[src/rtl/dut_conv_pkg.sv]
// LeNet5 conv accumulator: shared constants, FSM states, saturation helper.
// Rounding is enabled by defining DUT_CONV_ACC_ROUND_EN.
package dut_conv_pkg;

  localparam int PROD_WIDTH = 22;
  localparam int ACC_WIDTH  = 32;
  localparam int KERNEL_LEN = 25;
  localparam int SHIFT      = 8;
  localparam int OUT_WIDTH  = 16;

  typedef enum logic [1:0] {
    ST_IDLE,
    ST_ACCUM,
    ST_OUTPUT
  } state_t;

  // Largest value representable in w output bits, sized to the shifted sum.
  function automatic logic [ACC_WIDTH:0] sat_max(input int w);
    return ~({(ACC_WIDTH + 1){1'b1}} << w);
  endfunction

endpackage

[src/rtl/dut_conv_acc_rescale.sv]
// Rescale stage: optional round, right shift, saturate to OUT_WIDTH.
// Rounding is enabled by defining DUT_CONV_ACC_ROUND_EN.
module dut_conv_rescale
  import dut_conv_pkg::*;
#(
  parameter int ACC_W   = dut_conv_pkg::ACC_WIDTH,
  parameter int OUT_W   = dut_conv_pkg::OUT_WIDTH,
  parameter int SHIFT_W = dut_conv_pkg::SHIFT
) (
  input  logic [ACC_W-1:0] acc_i,
  output logic [OUT_W-1:0] pix_o
);

  localparam logic [ACC_W:0] MAX =
    (ACC_W + 1)'(sat_max(OUT_W));

  logic [ACC_W:0] ext;
  logic [ACC_W:0] r;

  // One guard bit keeps the rounding add from wrapping.
  always_comb begin
    ext = {1'b0, acc_i};
`ifdef DUT_CONV_ACC_ROUND_EN
    ext = ext + ((ACC_W + 1)'(1) << (SHIFT_W - 1));
`else
    ext = ext;
`endif
    r = ext >> SHIFT_W;
    if (r > MAX) begin
      pix_o = '1;
    end else begin
      pix_o = r[OUT_W-1:0];
    end
  end

endmodule

[src/rtl/dut_conv_acc.sv]
// Conv window accumulator: sum KERNEL_LEN products + bias, rescale, emit.
// Rounding is enabled by defining DUT_CONV_ACC_ROUND_EN.
module dut_conv_acc
  import dut_conv_pkg::*;
#(
  parameter int PROD_WIDTH = dut_conv_pkg::PROD_WIDTH,
  parameter int ACC_WIDTH  = dut_conv_pkg::ACC_WIDTH,
  parameter int KERNEL_LEN = dut_conv_pkg::KERNEL_LEN,
  parameter int SHIFT      = dut_conv_pkg::SHIFT,
  parameter int OUT_WIDTH  = dut_conv_pkg::OUT_WIDTH
) (
  input  logic                  ap_clk,
  input  logic                  ap_rst,
  input  logic [PROD_WIDTH-1:0] prod_data,
  input  logic                  prod_valid,
  input  logic                  prod_last,
  output logic                  prod_ready,
  input  logic [ACC_WIDTH-1:0]  bias,
  output logic [OUT_WIDTH-1:0]  out_data,
  output logic                  out_valid,
  input  logic                  out_ready,
  output logic                  err_len
);

  localparam int CNT_W = $clog2(KERNEL_LEN + 1);

  if (ACC_WIDTH < PROD_WIDTH + $clog2(KERNEL_LEN) + 1)
  begin : g_bad_acc
    $error("ACC_WIDTH too small for KERNEL_LEN products");
  end
  if (SHIFT < 1 || SHIFT > ACC_WIDTH - 1)
  begin : g_bad_shift
    $error("SHIFT out of range");
  end

  state_t               state_q, state_d;
  logic [ACC_WIDTH-1:0] acc_q, acc_d;
  logic [CNT_W-1:0]     cnt_q, cnt_d;
  logic [OUT_WIDTH-1:0] out_q, out_d;
  logic                 err_q, err_d;

  logic                 accept;
  logic                 last_beat;
  logic [ACC_WIDTH-1:0] sum;
  logic [OUT_WIDTH-1:0] pix;

  assign prod_ready = (state_q != ST_OUTPUT) && !ap_rst;
  assign accept     = prod_valid && prod_ready;
  assign last_beat  = cnt_q == CNT_W'(KERNEL_LEN - 1);

  // First beat of a window seeds the sum with the bias.
  assign sum = ((state_q == ST_IDLE) ? bias : acc_q)
             + ACC_WIDTH'(prod_data);

  dut_conv_rescale #(
    .ACC_W   (ACC_WIDTH),
    .OUT_W   (OUT_WIDTH),
    .SHIFT_W (SHIFT)
  ) u_rescale (
    .acc_i (sum),
    .pix_o (pix)
  );

  always_comb begin
    state_d = state_q;
    acc_d   = acc_q;
    cnt_d   = cnt_q;
    out_d   = out_q;
    err_d   = err_q;
    unique case (state_q)
      ST_IDLE, ST_ACCUM: begin
        if (accept) begin
          acc_d = sum;
          cnt_d = cnt_q + CNT_W'(1);
          if (prod_last != last_beat) begin
            err_d = 1'b1;
          end
          if (last_beat) begin
            out_d   = pix;
            state_d = ST_OUTPUT;
          end else begin
            state_d = ST_ACCUM;
          end
        end
      end
      ST_OUTPUT: begin
        if (out_ready) begin
          acc_d   = '0;
          cnt_d   = '0;
          state_d = ST_IDLE;
        end
      end
      default: state_d = ST_IDLE;
    endcase
  end

  always_ff @(posedge ap_clk) begin
    if (ap_rst) begin
      state_q <= ST_IDLE;
      acc_q   <= '0;
      cnt_q   <= '0;
      out_q   <= '0;
      err_q   <= 1'b0;
    end else begin
      state_q <= state_d;
      acc_q   <= acc_d;
      cnt_q   <= cnt_d;
      out_q   <= out_d;
      err_q   <= err_d;
    end
  end

  assign out_valid = state_q == ST_OUTPUT;
  assign out_data  = out_q;
  assign err_len   = err_q;

endmodule
[config.mk]
export PLATFORM = sky130hd
export DESIGN_NAME = dut_conv_acc
export DESIGN_NICKNAME = d
export VERILOG_FILES = /design/src/rtl/dut_conv_pkg.sv /design/src/rtl/dut_conv_acc_rescale.sv /design/src/rtl/dut_conv_acc.sv
export SDC_FILE = /design/constraint.sdc
export NUM_CORES = 1
export LEC_CHECK = 0
export BUFFER_PORTS_ARGS = -buffer_cell sky130_fd_sc_hd__buf_4
export CAP_MARGIN = 20
export CELL_PAD_IN_SITES_DETAIL_PLACEMENT = 1
export CELL_PAD_IN_SITES_GLOBAL_PLACEMENT = 1
export CORE_MARGIN = 2
export CORE_UTILIZATION = 41
export CTS_CLUSTER_SIZE = 8
export DETAILED_ROUTE_END_ITERATION = 8
export GPL_TIMING_DRIVEN = 0
export PLACE_DENSITY = 0.82
export SLEW_MARGIN = 30
export SYNTH_ARGS = -nofsm -noshare
export SYNTH_HDL_FRONTEND = slang
export SYNTH_SLANG_ARGS = --single-unit
[constraint.sdc]
create_clock -name ap_clk -period 5.5 [get_ports ap_clk]
set_clock_uncertainty 0.05 [all_clocks]
set_input_delay 0.275 -clock ap_clk [delete_from_list [all_inputs] [get_ports ap_clk]]
set_output_delay 0.275 -clock ap_clk [all_outputs]
set_load 0.02 [all_outputs]
# Word level (Yosys, flattened, before mapping)
# Cells that the tools add are included.
# totals
memories	0
in_bits	59
out_inout_bits	19
latchBits	0
mem_bits_rw	0
wordCells	37
mem_bits_ro	0
register_bits	56
# classes
eq_ne	7
magnitude_cmp	1
n_mux	12
n_shift	0
n_mul	0
addsub	2
n_bitwise	0
n_reduce_logical	10
div_mod_pow	0
# ops
op	count
32-bit 2-to-1 mux	3
32-bit case mux with 2 select lines	1
32-bit by 22-bit adder with 32-bit output	1
24-bit by 16-bit greater-than comparator with 1-bit output, second input constant	1
16-bit 2-to-1 mux	1
5-bit 2-to-1 mux	2
5-bit case mux with 2 select lines	1
3-bit AND reduction	3
2-bit 2-to-1 mux	3
5-bit by 1-bit adder with 5-bit output, second input constant	1
5-bit equality test, second input constant	1
2-bit != test, second input constant	2
2-bit case mux with 2 select lines	1
2-bit by 1-bit equality test with 1-bit output, second input constant	1
2-bit equality test, second input constant	1
1-bit logical AND	2
2-bit logical NOT	1
2-bit by 1-bit != test with 1-bit output, second input constant	1
2-bit AND reduction	1
2-bit nonzero test	1
2-bit OR reduction	1
1-bit logical NOT	1
1-bit != test	1

# Depth between registers and ports, before layout
# depth
depth_word	5
ltp_mapped	19
mapped_depth_nobuf	14

# Cells and area by module
# Synthesis repeated with hierarchy kept, for this count alone.
# unflattened
hier_cells	584
area_unflattened_um2	4270.3
# by_module_without_submodules
mod	n_inst	area_per_inst_um2	seq_area_each_um2	cells_per_inst
dut_conv_acc	1	4102.7	1121.1	564
dut_conv_rescale	1	167.7	0.0	20

# Worst setup path after synthesis
# OpenSTA, ideal clock, no wires.
# synth_timing
path_type	reg-to-reg
from	register state_q[1]
to	register out_q[13] (netlist: out_data[13])
synth_period_minus_slack_ns	4.146
n_path_buf	5
stages_incl_launch_ff	20
setup_slack_ns	1.354
required_time_ns	5.335
arrival_ns	3.981
setup_time_ns	0.115
cell_sequence	dfxtp_1 -> buf_6 -> or2_4 -> buf_2 -> buf_1 -> nand2_1 -> nand2_1 -> ha_1 -> fa_1 -> a21oi_1 -> nor2_1 -> o2111ai_1 -> nand3_1 -> o211ai_1 -> mux2i_1 -> or4_1 -> or4_1 -> buf_2 -> buf_6 -> o21a_1
# synth_via
elab_chain_len	5
elab_cells_between_ends	11
classes_between	add/sub (1); order compare (1); eq/ne (2); mux (2); reduce/logical (5)
# synth_rtl
item	line_no	text
start, declared	dut_conv_acc.sv:36	state_t state_q, state_d;
start signal, assigned	dut_conv_acc.sv:105	state_q <= state_d;
2-bit logical NOT	dut_conv_acc.sv:52, dut_conv_acc.sv:70	
32-bit 2-to-1 mux	dut_conv_acc.sv:52	assign sum = ((state_q == ST_IDLE) ? bias : acc_q)
32-bit by 22-bit adder with 32-bit output	dut_conv_acc.sv:53	+ ACC_WIDTH'(prod_data);
24-bit by 16-bit greater-than comparator with 1-bit output	dut_conv_acc_rescale.sv:29	if (r > MAX) begin
16-bit 2-to-1 mux	dut_conv_acc_rescale.sv:29	
end signal, assigned	dut_conv_acc.sv:108	out_q <= out_d;
end, declared	dut_conv_acc.sv:39	logic [OUT_WIDTH-1:0] out_q, out_d;
# Several ways; a longest one is shown, not always the timed one.
# A chain may end at the register's enable or synchronous reset.

# Worst setup path after layout
# layout_timing
from	register state_q[0]
to	register out_q[8] (netlist: out_data[8])
# Same word-level chain as after synthesis.

==> impl_metrics.csv <==
group,metric,value,unit
outcome,status,"complete, no violations",
floorplan,die_area,10590,µm²
worst_setup_path,r2r_slack,0.24,ns
worst_setup_path,cp.required,5.69,ns
cts,cts-buffers-inserted,5,
cts,cts-root-buf,"clkbuf_8",
global_route,grt_pass1_wl,21130,µm
logic_synthesis,ys_seq_area_share,27.95,%
global_route,grt_pass1_vias,4256,
cells_and_area,diodes,0,
logic_synthesis,synth.cell_area,4011,µm²
drt,via_count,4143,
timing,fin_setup_tns,0,ns
timing,timing.hold.ws,0.1007,ns
timing,setup_slack,0.2356,ns
global_route,antenna_found_initial,0,
power,p_leak,2.193,nW
floorplan,rows,36,
logic_synthesis,syn_avg_cell_area,7.526,µm²
worst_setup_path,cp_data_arrival_time,5.45,ns
power,vdd_ir_drop_max,0.1337,mV
drt,ant_nets,0,
timing,rsz0062_at_grt,"no",
timing,fin_crit_sh,95.72,%
global_route,track_usage,25.79,%
placed_design,pre_cts_slack,0.2699,ns
floorplan,die_h,102.9,µm
placed_design,numPortBuffers,77,
cts,h-tree-depth,2,
global_route,grt_overflow,0,
worst_setup_path,cp-end-kind,"flip-flop",
floorplan,num_io_pins,78,
timing,tightest_slew,0.7877,ns
cells_and_area,synthToLayoutAreaGrowth,21.46,%
drt,drtIter0Drc,142,
cts,path_clk_slew,0.11,ns
logic_synthesis,ys_seq_elements,56,
worst_setup_path,worstSetupPathType,"flip-flop to flip-flop",
floorplan,start_util,41.61,%
run,cap_violations,0,
worst_setup_path,r2r_cells,17,
logic_synthesis,yosys_warnings,0,
cts,cts_tree,"yes",
power,p_per_area,224.9,nW/µm²
placed_design,gp_congestion,0.9318,
cells_and_area,layout_commonest_cell,"nand2_1",
cts,clk_latency,0.33,ns
floorplan,die_w,102.9,µm
timing,slew_headroom,47.49,%
placed_design,dpl.hpwl,10360,µm
worst_setup_path,crit_fanout,10,
logic_synthesis,synth_nets,622,
min_path,whs_path_depth,2,
cells_and_area,fill_cells,1274,
cells_and_area,mostFrequentLayoutCells,"103 x nand2_1, 86 x nor2_1, 77 x buf_4, 56 x dfxtp_1, 33 x a22oi_1",
cells_and_area,fin_nets,706,
global_route,grt_max_degree,19,
timing,fmax,190.0,MHz
drt,avgViaCountPerCell,5.517,
logic_synthesis,synth_edf_count,0,
cells_and_area,drive_above_1_share,16.02,%
logic_synthesis,synth_cell_types,55,
timing,final-setup-viol-count,0,
drt,wire_per_inst,17.73,µm
power,p_total,1.096,mW
worst_setup_path,cp-start-kind,"flip-flop",
drt,dr.pass1.iters,4,
drt,wirelength,13310,µm
cts,ctsLongestPathBuffers,2,
logic_synthesis,synthArstFlopShare,0,%
logic_synthesis,ys.flop_type,"dfxtp_1",
timing,hold_viol_final,0,
min_path,holdCritPathClass,"input port to flip-flop",
floorplan,core-area,9639,µm²
drt,drc,0,
timing,drv_slew,0,
cts,clock_sinks,56,
timing,finalCriticalPeriod,5.264,ns
logic_synthesis,synth_cells,533,
==> stage by stage <==
| stage | util, % | cells | area, µm² |
|---|---|---|---|
| 4_1_cts | 50.53 | 751 | 4871 |
| 5_1_grt | 50.55 | 751 | 4872 |
| 6_report | 50.55 | 751 | 4872 |
| 3_3_place_gp | 49.34 | 743 | 4756 |
| 2_1_floorplan | - | 533 | 4011 |
| 3_5_place_dp | 49.34 | 743 | 4756 |
==> worst max-delay path: stages, from the launching register on <==
cell and delay (ns):
dfxtp_1 0.45, nor2_8 0.23, buf_1 0.52, clkbuf_1 0.49
nand2_1 0.12, nand2_1 0.09, ha_1 0.28, a211oi_1 0.24
nor2_1 0.09, o31ai_1 0.36, a31oi_2 0.25, a21oi_1 0.28
xor2_1 0.15, or4_1 0.55, or4_1 0.40, buf_2 0.21
buf_6 0.18, o21a_1 0.19
==> synth_stat cells (5+ instances only) <==
master    instances  share of area, %
xor2_1           18               3.9
dfxtp_1          56                28
nand4_1           5              0.78
a22oi_1          33               6.2
a21o_1            6               1.1
a31oi_1           5              0.78
nand3_1          12               1.5
nor2_1           86               8.0
nand2_1         103               9.6
and3_1            8               1.2
o211ai_1          5              0.94
clkbuf_1         18               1.7
inv_1             6              0.56
xnor2_1          17               3.7
buf_1             5              0.47
mux2i_1           9               2.2
a21oi_1          25               3.1
o21a_1           22               4.1
o21ai_1           8               1.0
ha_1             29               9.0
o21ai_0           8               1.0
==> power breakdown <==
part | leakage [nW] | switching, mW | total, mW | internal, mW
Sequential | 0.455 | 0.0135 | 0.438 | 0.425
Clock | 0.0548 | 0.158 | 0.296 | 0.138
Combinational | 1.68 | 0.215 | 0.362 | 0.146
Total | 2.19 | 0.387 | 1.10 | 0.709
==> path summary, 6_finish.rpt <==
check        startpoint           to
max          state_q[0]  out_data[8]
min          prod_valid   state_q[0]
max reg2reg  state_q[0]  out_data[8]
min reg2reg     err_len      err_len
==> per-layer routing <==
metal	vias up	share of wire, %	GRT usage [%]
li1	2032	-	-
met1	2018	44	31.60
met2	80	51	47.00
met3	13	2.8	2.847
met4	0	1.7	8.300
met5	-	0	0
==> kinds of logic (layout without fill, tap and decap cells) <==
kind of cell / after synthesis / after routing / share of synthesized area, %
buf+inv: 33 / 118 / 3.525
mux: 10 / 10 / 2.620
xor+xnor: 35 / 35 / 7.642
fa+ha+maj: 30 / 30 / 9.545
compound gates: 131 / 131 / 23.11
flops: 56 / 56 / 27.95
simple gates: 238 / 238 / 25.61
==> cell type report <==
cell class              count  area [µm²]  area share [%]
plain buffers              27       120.1           2.465
clock buffers               5       68.82           1.412
clock inverters             3       46.29          0.9502
inverters                   6       22.52          0.4622
multi-input cells         444        2749           56.42
flip-flops and latches     56        1121           23.01
well taps                 133       166.4           3.416
repair buffers             77       578.1           11.86
==> registers in the layout (all words and copies together) (netlist names) <==
signal	cells
err_len	1
acc_q	32
state_q	2
cnt_q	5
out_data	16
==> repair_timing <==
action / in CTS / in global routing
hold endpoints to repair: 0 / 0
resized for setup: 0 / 2
hold buffers: 0 / 0
buffers inserted: 0 / 0
endpoints found under the setup margin: 0 / 10
Power figures use the tool's default switching activity.
